--- config.mk ---
export PLATFORM = sky130hd
export DESIGN_NAME = whack_round_controller
export DESIGN_NICKNAME = d
export VERILOG_FILES = /design/src/rtl/whack_round_controller.sv
export SDC_FILE = /design/constraint.sdc
export NUM_CORES = 1
export LEC_CHECK = 0
export ABC_AREA = 1
export CAP_MARGIN = 20
export CORE_ASPECT_RATIO = 1.75
export CORE_MARGIN = 2
export CORE_UTILIZATION = 30
export CTS_BUF_LIST = sky130_fd_sc_hd__clkbuf_16
export DETAILED_ROUTE_END_ITERATION = 10
export MAX_ROUTING_LAYER = met4
export PLACE_DENSITY_LB_ADDON = 0.05
export SETUP_SLACK_MARGIN = 0.1
export SLEW_MARGIN = 20
export SYNTH_ARGS = -nofsm -noshare
export SYNTH_HDL_FRONTEND = slang
export SYNTH_SLANG_ARGS = --single-unit
--- constraint.sdc ---
create_clock -name clock -period 1.7 [get_ports clock]
set_input_delay 0.425 -clock clock [delete_from_list [all_inputs] [get_ports clock]]
set_output_delay 0.425 -clock clock [all_outputs]
set_load 0.01 [all_outputs]
--- src/rtl/whack_round_controller.sv ---
// Whack-a-mole round sequencer: schedules moles from the LFSRs,
// judges per-hole hits and keeps score, lives and mole speed.
module whack_round_controller #(
  parameter int SLOT_TICKS    = 4,
  parameter int MIN_SLOT      = 1,
  parameter int GAP_TICKS     = 1,
  parameter int START_LIVES   = 3,
  parameter int SPEEDUP_EVERY = 4
) (
  input  logic       clock,
  input  logic       reset,
  input  logic       start,
  input  logic       tick,
  input  logic [1:0] rand_pos,
  input  logic [3:0] rand_digit,
  input  logic [3:0] hit,
  output logic       next_rand,
  output logic       mole_valid,
  output logic [1:0] mole_pos,
  output logic [3:0] mole_digit,
  output logic [7:0] score,
  output logic [1:0] lives,
  output logic       game_over,
  output logic       hit_flash
);

  typedef enum logic [1:0] {
    IDLE,
    GAP,
    UP,
    OVER
  } state_e;

  localparam logic [3:0] SLOT_INIT = 4'(SLOT_TICKS);
  localparam logic [3:0] SLOT_MIN  = 4'(MIN_SLOT);
  localparam logic [3:0] GAP_INIT  = 4'(GAP_TICKS);
  localparam logic [1:0] LIVES_INIT = 2'(START_LIVES);
  localparam logic [7:0] SPD_MASK  = 8'(SPEEDUP_EVERY - 1);

  state_e     state_q, state_d;
  logic [3:0] gap_cnt_q, gap_cnt_d;
  logic [3:0] slot_cnt_q, slot_cnt_d;
  logic [3:0] slot_len_q, slot_len_d;
  logic [1:0] last_pos_q, last_pos_d;
  logic [7:0] score_q, score_d;
  logic [1:0] lives_q, lives_d;
  logic       mole_valid_q, mole_valid_d;
  logic [1:0] mole_pos_q, mole_pos_d;
  logic [3:0] mole_digit_q, mole_digit_d;
  logic       game_over_q, game_over_d;
  logic       next_rand_q, next_rand_d;
  logic       hit_flash_q, hit_flash_d;

  logic [3:0] pos_oh;
  logic       wrong;
  logic       correct;
  logic       timeout;
  logic       end_mole;
  logic [7:0] score_inc;
  logic [1:0] pick_pos;

  always_comb begin
    state_d      = state_q;
    gap_cnt_d    = gap_cnt_q;
    slot_cnt_d   = slot_cnt_q;
    slot_len_d   = slot_len_q;
    last_pos_d   = last_pos_q;
    score_d      = score_q;
    lives_d      = lives_q;
    mole_valid_d = mole_valid_q;
    mole_pos_d   = mole_pos_q;
    mole_digit_d = mole_digit_q;
    game_over_d  = game_over_q;
    next_rand_d  = 1'b0;
    hit_flash_d  = 1'b0;
    end_mole     = 1'b0;

    pos_oh    = 4'b0001 << mole_pos_q;
    wrong     = |(hit & ~pos_oh);
    correct   = !wrong && |(hit & pos_oh);
    timeout   = tick && (slot_cnt_q == 4'd1);
    score_inc = (score_q == 8'hFF) ? score_q : score_q + 8'd1;
    // Never show the same hole twice in a row.
    pick_pos  = (rand_pos == last_pos_q) ? rand_pos + 2'd1 : rand_pos;

    unique case (state_q)
      IDLE, OVER: begin
        mole_valid_d = 1'b0;
        if (start) begin
          score_d     = 8'd0;
          lives_d     = LIVES_INIT;
          slot_len_d  = SLOT_INIT;
          game_over_d = 1'b0;
          gap_cnt_d   = GAP_INIT;
          state_d     = GAP;
        end
      end
      GAP: begin
        mole_valid_d = 1'b0;
        if (tick) begin
          if (gap_cnt_q == 4'd1) begin
            state_d      = UP;
            mole_valid_d = 1'b1;
            mole_pos_d   = pick_pos;
            mole_digit_d = rand_digit;
            last_pos_d   = pick_pos;
            slot_cnt_d   = slot_len_q;
            next_rand_d  = 1'b1;
          end else begin
            gap_cnt_d = gap_cnt_q - 4'd1;
          end
        end
      end
      UP: begin
        if (wrong) begin
          lives_d  = lives_q - 2'd1;
          end_mole = 1'b1;
        end else if (correct) begin
          score_d     = score_inc;
          hit_flash_d = 1'b1;
          end_mole    = 1'b1;
          if ((score_inc & SPD_MASK) == 8'd0 && score_inc != 8'd0 &&
              slot_len_q > SLOT_MIN)
            slot_len_d = slot_len_q - 4'd1;
        end else if (timeout) begin
          lives_d  = lives_q - 2'd1;
          end_mole = 1'b1;
        end else if (tick) begin
          slot_cnt_d = slot_cnt_q - 4'd1;
        end
        if (end_mole) begin
          mole_valid_d = 1'b0;
          gap_cnt_d    = GAP_INIT;
          if (lives_d == 2'd0) begin
            state_d     = OVER;
            game_over_d = 1'b1;
          end else begin
            state_d = GAP;
          end
        end
      end
      default: state_d = IDLE;
    endcase
  end

  always_ff @(posedge clock) begin
    if (reset) begin
      state_q      <= IDLE;
      gap_cnt_q    <= 4'd0;
      slot_cnt_q   <= 4'd0;
      slot_len_q   <= SLOT_INIT;
      last_pos_q   <= 2'd0;
      score_q      <= 8'd0;
      lives_q      <= 2'd0;
      mole_valid_q <= 1'b0;
      mole_pos_q   <= 2'd0;
      mole_digit_q <= 4'd0;
      game_over_q  <= 1'b0;
      next_rand_q  <= 1'b0;
      hit_flash_q  <= 1'b0;
    end else begin
      state_q      <= state_d;
      gap_cnt_q    <= gap_cnt_d;
      slot_cnt_q   <= slot_cnt_d;
      slot_len_q   <= slot_len_d;
      last_pos_q   <= last_pos_d;
      score_q      <= score_d;
      lives_q      <= lives_d;
      mole_valid_q <= mole_valid_d;
      mole_pos_q   <= mole_pos_d;
      mole_digit_q <= mole_digit_d;
      game_over_q  <= game_over_d;
      next_rand_q  <= next_rand_d;
      hit_flash_q  <= hit_flash_d;
    end
  end

  assign next_rand  = next_rand_q;
  assign mole_valid = mole_valid_q;
  assign mole_pos   = mole_pos_q;
  assign mole_digit = mole_digit_q;
  assign score      = score_q;
  assign lives      = lives_q;
  assign game_over  = game_over_q;
  assign hit_flash  = hit_flash_q;

endmodule
# ---- Word level (Yosys, flattened, before mapping)
# Index checks and enable logic that the tools add are counted.
dict set report classes {
  shifts 1
  n_reduce_logical 24
  n_mux 48
  bitwise 5
  n_addsub 6
  eq_ne 19
  order_cmp 1
}
# op count
set ops {}
lappend ops {{$mux W4} 14}
lappend ops {{$mux W8} 4}
lappend ops {{$ne A2 B2 Y1 const B} 12}
lappend ops {{$mux W2} 11}
lappend ops {{$pmux W4 S2} 2}
lappend ops {{$pmux W8 S2} 1}
lappend ops {{$reduce_and A4 Y1} 4}
lappend ops {{$pmux W4 S3} 1}
lappend ops {{$sub A4 B1 Y4 const B} 3}
lappend ops {{$mux W1} 11}
lappend ops {{$add A8 B1 Y8 const B} 1}
lappend ops {{$and A4 B4 Y4} 2}
lappend ops {{$eq A4 B1 Y1 const B} 2}
lappend ops {{$eq A8 B8 Y1 const B} 1}
lappend ops {{$logic_not A8 Y1} 1}
lappend ops {{$reduce_bool A8 Y1} 1}
lappend ops {{$reduce_or A4 Y1} 2}
lappend ops {{$reduce_and A7 Y1} 1}
lappend ops {{$pmux W2 S3} 1}
lappend ops {{$reduce_or A6 Y1} 1}
lappend ops {{$reduce_and A5 Y1} 1}
lappend ops {{$eq A2 B2 Y1 const B} 2}
lappend ops {{$gt A4 B1 Y1 const B} 1}
lappend ops {{$logic_and A1 B1 Y1} 4}
lappend ops {{other kinds (16)} 20}
dict set report word_totals {
  reg_bits 34
  in_bits 14
  output_inout_bits 20
  wordCells 116
}

# ---- Longest topological paths before layout
# Gate-level depths: netlist of the first run.
dict set report logic_depth {
  word_depth 13
  mapped_depth 16
  mapped_depth_nobuf 15
}

# ---- Worst setup path before layout of the first run
# Ideal clock, no wire load.
dict set report synth_timing {
  kind {reg2reg}
  startpoint {register state_q[0]}
  endpoint {register score_q[7], in the netlist score[7]}
  period_less_slack_ns 1.716
  arrival_time_ns 1.599
  slack_ns -0.016
  n_path_buf 1
  path_stages_with_launch 12
  path_cell_list {dfxtp_1 -> inv_1 -> ha_1 -> inv_1 -> nor2_1 -> inv_1 -> o21ai_0 -> a21oi_4 -> buf_6 -> nor2_1 -> a31oi_1 -> nor2_1}
}
dict set report synth_via {
  elab_chain_len 4
  word_cells_on_any_way 10
}
# element line_no
set synth_lines {}
lappend synth_lines {{from (decl)} 40} ;# state_e state_q, state_d;
lappend synth_lines {{from (signal assigned)} 162} ;# state_q <= state_d;
lappend synth_lines {{$eq A2 B2 Y1 or $logic_not A2 Y1 (tied branches)} 86} ;# unique case (state_q)
lappend synth_lines {{$reduce_or A2 Y1} 86}
lappend synth_lines {{$ne A2 B2 Y1 (no line) or $reduce_bool A2 Y1 (tied branches)} --}
lappend synth_lines {{$reduce_and A4 Y1 (no line)} --}
lappend synth_lines {{to (signal assigned)} 167} ;# score_q <= score_d;
lappend synth_lines {{to (decl)} 45} ;# logic [7:0] score_q, score_d;
# Parallel ways exist; a longest one is shown, timed or not.
# A chain may end at the register's enable or synchronous reset.

# ---- Worst setup path in the final report of the first run
dict set report layout_timing {
  startpoint {register mole_pos_q[0], in the netlist mole_pos[0]}
  endpoint {register gap_cnt_q[2]}
}
dict set report layout_via {
  elab_chain_len 11
  word_cells_on_any_way 13
}
# element line_no
set layout_lines {}
lappend layout_lines {{from (decl)} 48} ;# logic [1:0] mole_pos_q, mole_pos_d;
lappend layout_lines {{from (signal assigned)} 170} ;# mole_pos_q <= mole_pos_d;
lappend layout_lines {{$shl A1 B2 Y4 *} 78} ;# pos_oh = 4'b0001 << mole_pos_q;
lappend layout_lines {{$not A4 Y4} 79} ;# wrong = |(hit & ~pos_oh);
lappend layout_lines {{$and A4 B4 Y4} 79}
lappend layout_lines {{$reduce_or A4 Y1} 79}
lappend layout_lines {{$logic_not A1 Y1} 80} ;# correct = !wrong && |(hit & pos_oh);
lappend layout_lines {{$logic_and A1 B1 Y1} 80}
lappend layout_lines {{$mux W1} 118} ;# end else if (correct) begin
lappend layout_lines {{$mux W1 *} 115} ;# if (wrong) begin
lappend layout_lines {{$mux W1 *} 86}
lappend layout_lines {{$ne A2 B2 Y1 (no line) *} --}
lappend layout_lines {{$reduce_and A4 Y1 (no line) *} --}
lappend layout_lines {{to (signal assigned)} 163} ;# gap_cnt_q <= gap_cnt_d;
lappend layout_lines {{to (decl)} 41} ;# logic [3:0] gap_cnt_q, gap_cnt_d;
# Every way passes the cells marked *; elsewhere a longest branch is shown, timed or not. The select of a mux whose other input is x is not followed.

==> impl_metrics.csv, run 1 <==
group,metric,value,unit
logic_synthesis,yosysWarnings,0,
cts,cts.clk_slew.worst_paths,0.06,ns
logic_synthesis,yosys.area.top_type,"dfxtp_1",
cts,clock_latency,0.28,ns
die,fp.dieW,68.5,µm
timing,finalSetupViolCount,0,
power_and_ir_drop,power.density,1890,nW/µm²
worst_setup_path,worstPathArrival,1.88,ns
logic_synthesis,syn_nets,330,
cells_and_area,fin_nets,418,
worst_setup_path,worstSetupPathType,"register to register",
die,initial_core_util,30.6,%
worst_setup_path,reg2reg_to,"gap_cnt_q[2]",
global_routing,first_global_vias,2109,
cts,cts_hold_buf,0,
placement,gp_congestion,0.810,
cts,numCtsBuffers,5,
timing,tightest_slew,0.317,ns
timing,hold_viol_final,0,
timing,max_freq,590,MHz
detailed_routing,drtIter0Drc,80,
logic_synthesis,post_synth.cell_area_avg,7.14,µm²
power_and_ir_drop,cellLeakagePower,1.67,nW
timing,finalWorstSetupSlack,0.00366,ns
cells_and_area,fill_cells,719,
cts,cts_tree,"yes",
detailed_routing,drtAntennaViolNets,0,
worst_setup_path,crit_required,1.88,ns
power_and_ir_drop,comb_power_share,68.6,%
timing,rsz0062_at_grt,"true",
detailed_routing,drc_errors,0,
worst_setup_path,reg2reg_from,"mole_pos[0]",
global_routing,grt_max_degree,23,
detailed_routing,wl_per_cell,12.8,µm
logic_synthesis,synth_cells,306,
logic_synthesis,syn_area,2180,µm²
logic_synthesis,synth_top_area_share,31.2,%
hold_path,min_path_type,"register to register",
global_routing,grt_pass1_wl,9790,µm
die,io_pins,34,
cells_and_area,antennaDiodeCount,0,
cts,h-tree-depth,2,
timing,fin_worst_skew,0.00610,ns
worst_setup_path,cp-start-kind,"register",
power_and_ir_drop,p_int,3.84,mW
worst_setup_path,cp_max_fo,5,
placement,dpl.hpwl,4190,µm
timing,relSlewSlack,78.9,%
cts,root_buffer,"clkbuf_16",
cells_and_area,mostFrequentLayoutCells,"52 x nand2_1, 42 x buf_4, 31 x inv_1",
worst_setup_path,endpoint_kind,"register",
logic_synthesis,synth_seq_cells,34,
power_and_ir_drop,p_sw_share,43.5,%
worst_setup_path,reg2regPathDepth,16,
detailed_routing,first_pass_iters,4,
cells_and_area,layout-drive-gt1-share,42.8,%
power_and_ir_drop,p_seq_share,18.7,%
hold_path,hp-start,"slot_len_q[2]",
cells_and_area,final_area,3590,µm²
placement,dpl_cell_area,2860,µm²
logic_synthesis,synthTopCellsByArea,"dfxtp_1 31%, nand2_1 12%, inv_1 6.7%",
status,status,"finished, final reports clean",
cts,clock_sinks,34,
logic_synthesis,ys_types,38,
power_and_ir_drop,irDropWorstVdd,0.000817,V
placement,place_ws,-0.311,ns
global_routing,grt_use_total,17.0,%
detailed_routing,wirelength,6130,µm
timing,fin_crit_sh,99.8,%
global_routing,antenna_found_initial,0,
detailed_routing,vias_per_cell,4.65,
die,die_area,8010,µm²
detailed_routing,num_vias,2237,
cells_and_area,final_common_cell,"nand2_1",
global_routing,overflow,0,
power_and_ir_drop,power.switching,2.95,mW
cells_and_area,area_growth,64.3,%
job,maxCapViolCount,0,
hold_path,min_path_cells,2,
timing,drv_slew,0,
power_and_ir_drop,clkPwrFrac,12.7,%
die,coreArea,7130,µm²
hold_path,hold_end,"slot_len_q[2]",
placement,portBuffers,33,
cts,clockBufferDepth,2,
worst_setup_path,r2r_slack,0.004,ns
logic_synthesis,ys_seq_area_share,31.2,%
die,std_cell_rows,41,
timing,fin_crit,1.70,ns
die,die_height,117,µm
==> worst max path at each step <==
stage,startpoint,end,slack [ns],cells after the start
global placement,hit[3],gap_cnt_q[3],-0.29,11
floorplan,state_q[0],gap_cnt_q[2],0.07,15
global route,mole_pos[0],game_over,-0.12,16
finish,mole_pos[0],gap_cnt_q[2],0.004,16
CTS,score[0],slot_len_q[3],-0.002,13
detailed placement,hit[3],gap_cnt_q[2],-0.31,14
==> repair_timing <==
item	4_1_cts	5_1_grt
gates resized for setup	87	51
setup buffers	11	8
cloned	3	1
pin swaps	24	33
setup endpoints to repair	37	35
==> flip-flops by register name, indices dropped and copies added (netlist names) <==
register,flops
lives,2
slot_cnt_q,4
mole_valid,1
hit_flash,1
mole_pos,2
score,8
next_rand,1
mole_digit,4
state_q,2
slot_len_q,4
gap_cnt_q,4
game_over,1
==> worst max-delay path: stages (launching register included) <==
cell and delay (ns):
dfxtp_2 0.32, buf_6 0.12, inv_6 0.05, nand2_2 0.04, nand2_2 0.08, nand2_4 0.07, nor2_8 0.12, buf_6 0.11
nand4_4 0.15, nand2_4 0.13, inv_6 0.05, nand2_8 0.08, clkinv_4 0.07, nand2_2 0.05, nand2_1 0.04, nand2_1 0.07
nor2_2 0.03
==> cell usage after synthesis <==
library cell,count
a211oi_2,7
nand4_4,1
nand2_2,8
o22ai_1,1
inv_2,2
o211ai_1,1
a21oi_4,1
o31a_1,1
buf_4,1
xnor2_1,2
nand3b_1,1
nand4_1,3
nor2_2,1
nand2_1,67
nor2_4,1
nand2_4,3
o21ai_2,1
a31oi_1,2
ha_1,10
inv_1,39
clkinv_2,1
o21ai_0,15
a211oi_1,5
buf_2,2
dfxtp_1,34
inv_4,2
clkbuf_1,3
nand3_4,1
nor2_1,27
a21oi_1,17
buf_6,5
o21ai_1,4
nor3_1,4
nor2_8,1
xor2_1,3
or2_2,4
nand3_1,24
a21oi_2,1
==> per-stage QoR <==
stage / hold WS, ns / util, % / instances / power [mW] / setup TNS (ns)
2_1_floorplan: 0.429 / - / 306 / 3.33 / 0
3_3_place_gp: 0.445 / 40.1 / 453 / 4.45 / -6.28
3_5_place_dp: 0.444 / 40.1 / 453 / 4.44 / -6.66
4_1_cts: 0.459 / 47.6 / 475 / 6.59 / -0.00316
5_1_grt: 0.480 / 50.3 / 481 / 7.33 / -0.896
6_report: 0.456 / 50.3 / 481 / 6.79 / 0
==> routing by layer <==
layer | up-vias | global-route usage, % | part of all wire, %
met5 | - | - | 0
met4 | 0 | 6.00 | 2.1
met3 | 8 | 3.25 | 2.7
met2 | 35 | 32.4 | 59
met1 | 1032 | 16.2 | 36
li1 | 1162 | - | -
==> power groups by stage <==
stage | Clock (mW) | Sequential, mW | Combinational, mW
4_1_cts | 0.902 | 1.26 | 4.43
3_3_place_gp | 0 | 1.23 | 3.22
6_report | 0.862 | 1.27 | 4.66
2_1_floorplan | 0 | 1.32 | 2.00
3_5_place_dp | 0 | 1.24 | 3.21
5_1_grt | 0.917 | 1.30 | 5.11
==> final cells by class <==
| type | count | area [µm²] | area share [%] |
|---|---|---|---|
| well taps | 86 | 108 | 3.00 |
| clock inverters | 3 | 11.3 | 0.314 |
| repair buffers | 91 | 888 | 24.7 |
| flip-flops and latches | 34 | 693 | 19.3 |
| clock buffers | 5 | 125 | 3.49 |
| multi-input cells | 218 | 1580 | 44.0 |
| inverters | 44 | 185 | 5.16 |
==> cells by family (layout without fill, tap and decap cells) <==
family | after synthesis | count (layout) | share of synthesized area, %
adder cells (fa/ha/maj) | 10 | 10 | 5.73
AO/OA/AOI/OAI | 56 | 56 | 17.1
XOR/XNOR | 5 | 5 | 2.00
flip-flops | 34 | 34 | 31.2
buffers and inverters | 55 | 143 | 11.7
AND/OR/NAND/NOR | 146 | 147 | 32.2
Power figures use the tool's default switching activity.
==> run 2, diff against run 1 <==
Settings changed: CELL_PAD_IN_SITES_DETAIL_PLACEMENT set to 1, CELL_PAD_IN_SITES_GLOBAL_PLACEMENT set to 2, CORE_UTILIZATION 30 to 27.
==> run 2 against run 1 <==
  * Clock power rose by 4.6%
  * Wire length rose by 5.5%
  * Core utilization fell by 7.5 points
  * Register-to-register slack barely moved
  * Non-clock buffer count fell by 10
  * Design area fell by 5.5%
  * First-iteration DRC count fell by 35%
  * Worst setup slack improved by 0.013 ns
  * Critical endpoint is now slot_len_q[2]
  * Largest cell class unchanged
  * Highest routed layer unchanged
==> impl_metrics.csv, run 2 (synthesis results as in run 1) <==
group,metric,value,unit
status,status,"finished, final reports clean",
timing,finalWorstSetupSlack,0.0170,ns
cells_and_area,fill_cells,944,
cts,cts.clk_slew.worst_paths,0.06,ns
cells_and_area,fin_util,42.9,%
power_and_ir_drop,comb_power_share,65.4,%
detailed_routing,num_vias,2222,
timing,rsz0062_at_grt,"true",
global_routing,grt_use_total,15.9,%
cells_and_area,final_area,3390,µm²
cells_and_area,largest_register_ffs,8,
timing,drv_slew,0,
die,io_pins,34,
die,std_cell_rows,43,
die,coreArea,7910,µm²
cts,clockBufferDepth,2,
worst_setup_path,cp_max_fo,5,
worst_setup_path,cpPeakStageDelay,0.35,ns
global_routing,grt_pass1_wl,10600,µm
placement,dp.cells,460,
cells_and_area,antennaDiodeCount,0,
global_routing,first_global_vias,2279,
power_and_ir_drop,p_int,3.51,mW
timing,hold_viol_final,0,
worst_setup_path,endpoint_kind,"register",
detailed_routing,wirelength,6470,µm
timing,tightest_slew,0.351,ns
cts,cts_hold_buf,0,
hold_path,min_path_type,"register to register",
timing,fin_worst_skew,0.00619,ns
detailed_routing,first_pass_iters,4,
power_and_ir_drop,irDropWorstVdd,0.000807,V
timing,finalSetupViolCount,0,
power_and_ir_drop,power.density,1860,nW/µm²
worst_setup_path,cp_cell_sequence,"ha_4 > nand2_4 > inv_4 > nand3_4 > buf_12 > o21ai_4 > nand2_1 > nor2_2 > nand2_2 > nand2_4 > nand2_4 > nand2_1 > nand3_1",
detailed_routing,drtAntennaViolNets,0,
cts,cts_tree,"yes",
worst_setup_path,reg2regPathDepth,13,
power_and_ir_drop,p_seq_share,20.4,%
cells_and_area,final_cells,474,
die,fp.dieW,72.0,µm
detailed_routing,vias_per_cell,4.69,
power_and_ir_drop,cellLeakagePower,1.53,nW
worst_setup_path,r2r_slack,0.02,ns
cts,h-tree-depth,2,
placement,place_ws,-0.306,ns
worst_setup_path,slowest_stage,"dfxtp_2",
hold_path,min_path_cells,2,
power_and_ir_drop,clkPwrFrac,14.3,%
timing,holdWs,0.456,ns
power_and_ir_drop,p_sw_share,44.4,%
cts,clock_sinks,34,
cells_and_area,final_common_cell,"nand2_1",
die,die_area,8860,µm²
worst_setup_path,worstPathArrival,1.86,ns
power_and_ir_drop,power.switching,2.81,mW
placement,gp_congestion,0.788,
placement,portBuffers,33,
placement,dpl.hpwl,4950,µm
worst_setup_path,critPathMostFrequentCell,"nand2_4",
placement,dpl_cell_area,2890,µm²
worst_setup_path,worst-path-stages,13,
die,die_height,123,µm
worst_setup_path,critPathTopFamily,"simple AND/OR/NAND/NOR gates",
cells_and_area,fin_nets,407,
cells_and_area,mostFrequentLayoutCells,"52 x nand2_1, 42 x buf_4, 31 x inv_1",
cts,clock_latency,0.29,ns
timing,fin_crit_sh,99.0,%
timing,max_freq,594,MHz
job,maxCapViolCount,0,
die,initial_core_util,27.6,%
global_routing,overflow,0,
cells_and_area,layout-drive-gt1-share,39.8,%
global_routing,grt_max_degree,22,
cts,numCtsBuffers,5,
worst_setup_path,worstSetupPathType,"register to register",
detailed_routing,drtIter0Drc,52,
detailed_routing,drc_errors,0,
global_routing,antenna_found_initial,0,
worst_setup_path,cp-start-kind,"register",
detailed_routing,wl_per_cell,13.7,µm
cts,root_buffer,"clkbuf_16",
cells_and_area,area_growth,55.2,%
timing,relSlewSlack,76.4,%
timing,fin_crit,1.68,ns
worst_setup_path,path_buf_inv,2,
worst_setup_path,crit_required,1.88,ns
-- run 2: final timing paths --
path,startpoint,to
worst max-delay path,score[0],slot_len_q[2]
worst min-delay path,slot_len_q[2],slot_len_q[2]
worst max register to register,score[0],slot_len_q[2]
worst min register to register,slot_len_q[2],slot_len_q[2]
-- run 2: tightest hold or removal path: stages, from the launching register on --
cell	delay [ns]
dfxtp_1	0.33
nand2_1	0.05
nand3_1	0.05
-- run 2: power groups by stage --
stage	clock network, mW	registers [mW]	logic, mW
final	0.902	1.29	4.13
after global routing	0.970	1.32	4.57
after CTS	0.941	1.28	3.53
after detailed placement	0	1.25	3.37
after global placement	0	1.25	3.33
after floorplan	0	1.32	2.00
-- run 2: stage by stage --
step                TNS (ns)  total power [mW]
floorplan                  0              3.33
global placement       -6.06              4.58
detailed placement     -6.51              4.62
CTS                   -0.124              5.75
global route          -0.516              6.86
finish                     0              6.32
-- run 2: routing by layer --
layer,up-vias,share of wire [%],global-route usage [%],routed length (µm)
met5,-,0,-,0
met4,0,2.4,6.60,158
met3,9,2.2,2.44,140
met2,28,59,31.3,3810
met1,1047,37,15.0,2370
li1,1138,-,-,-
-- run 2: repair_timing --
item	CTS	global route
resized for setup	56	59
setup buffers	3	1
pin swaps	13	20
setup endpoints to repair	38	32
cloned	0	2
-- run 2: layout make-up --
class / count / area (µm²) / area share [%]
Timing Repair Buffer: 81 / 726 / 21.4
Inverter: 44 / 183 / 5.39
Clock buffer: 5 / 125 / 3.69
Clock inverter: 3 / 16.3 / 0.480
Sequential cell: 34 / 697 / 20.6
Multi-Input combinational cell: 217 / 1530 / 45.2
Tap cell: 90 / 113 / 3.32
==> run 3, diff against run 2 <==
Settings changed: ABC_CLOCK_PERIOD_IN_PS set to 2100, CORE_UTILIZATION 27 to 30, PLACE_DENSITY_LB_ADDON 0.05 to 0.1.
Clock period 1.7 ns to 2.1 ns, I/O delays scaled along.
==> run 3 against run 2 <==
  * Via count is 4.7% lower
  * Design area fell by 15%
  * Highest routed layer unchanged
  * Worst hold slack lost 0.0025 ns
  * Die area is 9.6% lower
  * Register-to-register slack better by 0.30 ns
  * Worst setup slack better by 0.15 ns
==> impl_metrics.csv, run 3 (synthesis results as in run 1) <==
group,metric,value,unit
cts,cts_tree,"yes",
worst_setup_path,cpPeakStageDelay,0.61,ns
placement,place_ws,-0.0608,ns
worst_setup_path,cp_max_fo,9,
worst_setup_path,path_buf_inv,1,
power_and_ir_drop,power.switching,1.83,mW
detailed_routing,drtIter0Drc,50,
worst_setup_path,crit_required,1.57,ns
timing,fin_worst_skew,0.00520,ns
worst_setup_path,reg2regPathDepth,14,
timing,fin_crit,1.93,ns
placement,gp_congestion,0.751,
global_routing,overflow,0,
global_routing,grt_use_total,17.5,%
cells_and_area,final_common_cell,"nand2_1",
worst_setup_path,worstPathArrival,1.41,ns
power_and_ir_drop,comb_power_share,58.5,%
cells_and_area,fin_util,40.2,%
status,status,"finished, final reports clean",
global_routing,grt_pass1_wl,9980,µm
timing,fin_crit_sh,92.0,%
detailed_routing,first_pass_iters,4,
cells_and_area,area_growth,31.2,%
hold_path,min_path_cells,2,
detailed_routing,wirelength,6100,µm
timing,finalWorstSetupSlack,0.169,ns
cells_and_area,largest_register_ffs,8,
power_and_ir_drop,p_seq_share,24.7,%
cells_and_area,multi_input_area,1280,µm²
power_and_ir_drop,p_int,2.38,mW
timing,drv_slew,0,
cells_and_area,antennaDiodeCount,0,
global_routing,grt_max_degree,23,
cts,h-tree-depth,2,
detailed_routing,wl_per_cell,13.8,µm
cts,clock_sinks,34,
cells_and_area,mostFrequentLayoutCells,"66 x nand2_1, 40 x inv_1, 33 x clkdlybuf4s50_1",
power_and_ir_drop,cellLeakagePower,1.22,nW
timing,holdWs,0.453,ns
timing,tightest_slew,0.484,ns
power_and_ir_drop,clkPwrFrac,16.8,%
die,initial_core_util,30.6,%
worst_setup_path,slowest_stage,"clkdlybuf4s50_1",
timing,fin_setup_tns,0,ns
placement,dpl.hpwl,4720,µm
worst_setup_path,r2r_slack,0.32,ns
cts,cts.clk_slew.worst_paths,0.06,ns
die,coreArea,7130,µm²
power_and_ir_drop,finalPower,4.21,mW
timing,max_freq,518,MHz
job,maxCapViolCount,0,
worst_setup_path,worstSetupPathType,"register to output port",
cts,root_buffer,"clkbuf_16",
worst_setup_path,cp_cell_sequence,"clkdlybuf4s50_1",
timing,rsz0062_at_grt,"false",
cts,clock_latency,0.28,ns
worst_setup_path,worst-path-stages,1,
power_and_ir_drop,p_sw_share,43.4,%
global_routing,first_global_vias,2149,
placement,portBuffers,33,
detailed_routing,drtAntennaViolNets,0,
die,io_pins,34,
timing,hold_viol_final,0,
cts,numCtsBuffers,5,
die,die_area,8010,µm²
cells_and_area,fin_nets,379,
die,die_height,117,µm
power_and_ir_drop,irDropWorstVdd,0.000484,V
worst_setup_path,endpoint_kind,"output port",
power_and_ir_drop,power.density,1470,nW/µm²
detailed_routing,num_vias,2118,
timing,relSlewSlack,67.4,%
worst_setup_path,critPathTopFamily,"buffers and inverters",
cells_and_area,ff_latch_area,683,µm²
global_routing,antenna_found_initial,0,
die,std_cell_rows,41,
timing,finalSetupViolCount,0,
cells_and_area,layout-drive-gt1-share,19.1,%
detailed_routing,drc_errors,0,
worst_setup_path,cp-start-kind,"register",
hold_path,min_path_type,"register to register",
cts,clockBufferDepth,2,
die,fp.dieW,68.5,µm
detailed_routing,vias_per_cell,4.79,
cells_and_area,fill_cells,898,
[run 3: cell types whose count changed in the layout (fill, tap and decap cells not counted), moves of 9 or more]
cell,delta
nand2_1,+14
inv_1,+9
clkdlybuf4s50_1,+21
dlygate4sd2_1,-19
buf_4,-24
[run 3: power groups by stage]
stage               combinational [mW]  sequential (mW)  clock (mW)
detailed placement                2.46             1.05           0
floorplan                         1.61             1.06           0
global placement                  2.42             1.05           0
finish                            2.46             1.04       0.709
global route                      2.80             1.08       0.759
CTS                               2.47             1.04       0.739
[run 3: path summary, 6_finish.rpt]
kind                 startpoint       endpoint
hold / removal    slot_len_q[2]  slot_len_q[2]
hold reg to reg   slot_len_q[2]  slot_len_q[2]
setup / recovery    mole_pos[0]    mole_pos[0]
setup reg to reg       score[1]  slot_len_q[1]
[run 3: final cells by class]
class,count,share of cell area [%]
Tap cell,86,3.75
Inverter,44,5.98
Multi-Input combinational cell,218,44.7
Sequential cell,34,23.8
Clock inverter,3,0.436
Clock buffer,5,4.36
Timing Repair Buffer,52,16.9
[run 3: through the flow]
step	instance area [µm²]	cells
after CTS	2820	440
after floorplan	2180	306
after detailed placement	2690	432
final	2870	442
after global placement	2690	432
after global routing	2870	442
[run 3: what timing repair did]
| action | CTS | global route |
|---|---|---|
| pin swaps | 0 | 1 |
| gates cloned | 0 | 1 |
| endpoints found under the setup margin | 1 | 13 |
| hold buffers | 0 | 0 |
| gates resized for setup | 1 | 7 |
| endpoints found under the hold margin | 0 | 0 |
| buffers inserted | 0 | 1 |
[run 3: layer usage]
layer	vias to the layer above	share of wire [%]	routed length (µm)	global-route usage, %
met2	23	59	3620	33.1
met4	0	2.2	133	7.60
met3	7	2.4	148	2.87
met5	-	0	0	-
li1	1088	-	-	-
met1	1000	36	2200	16.5
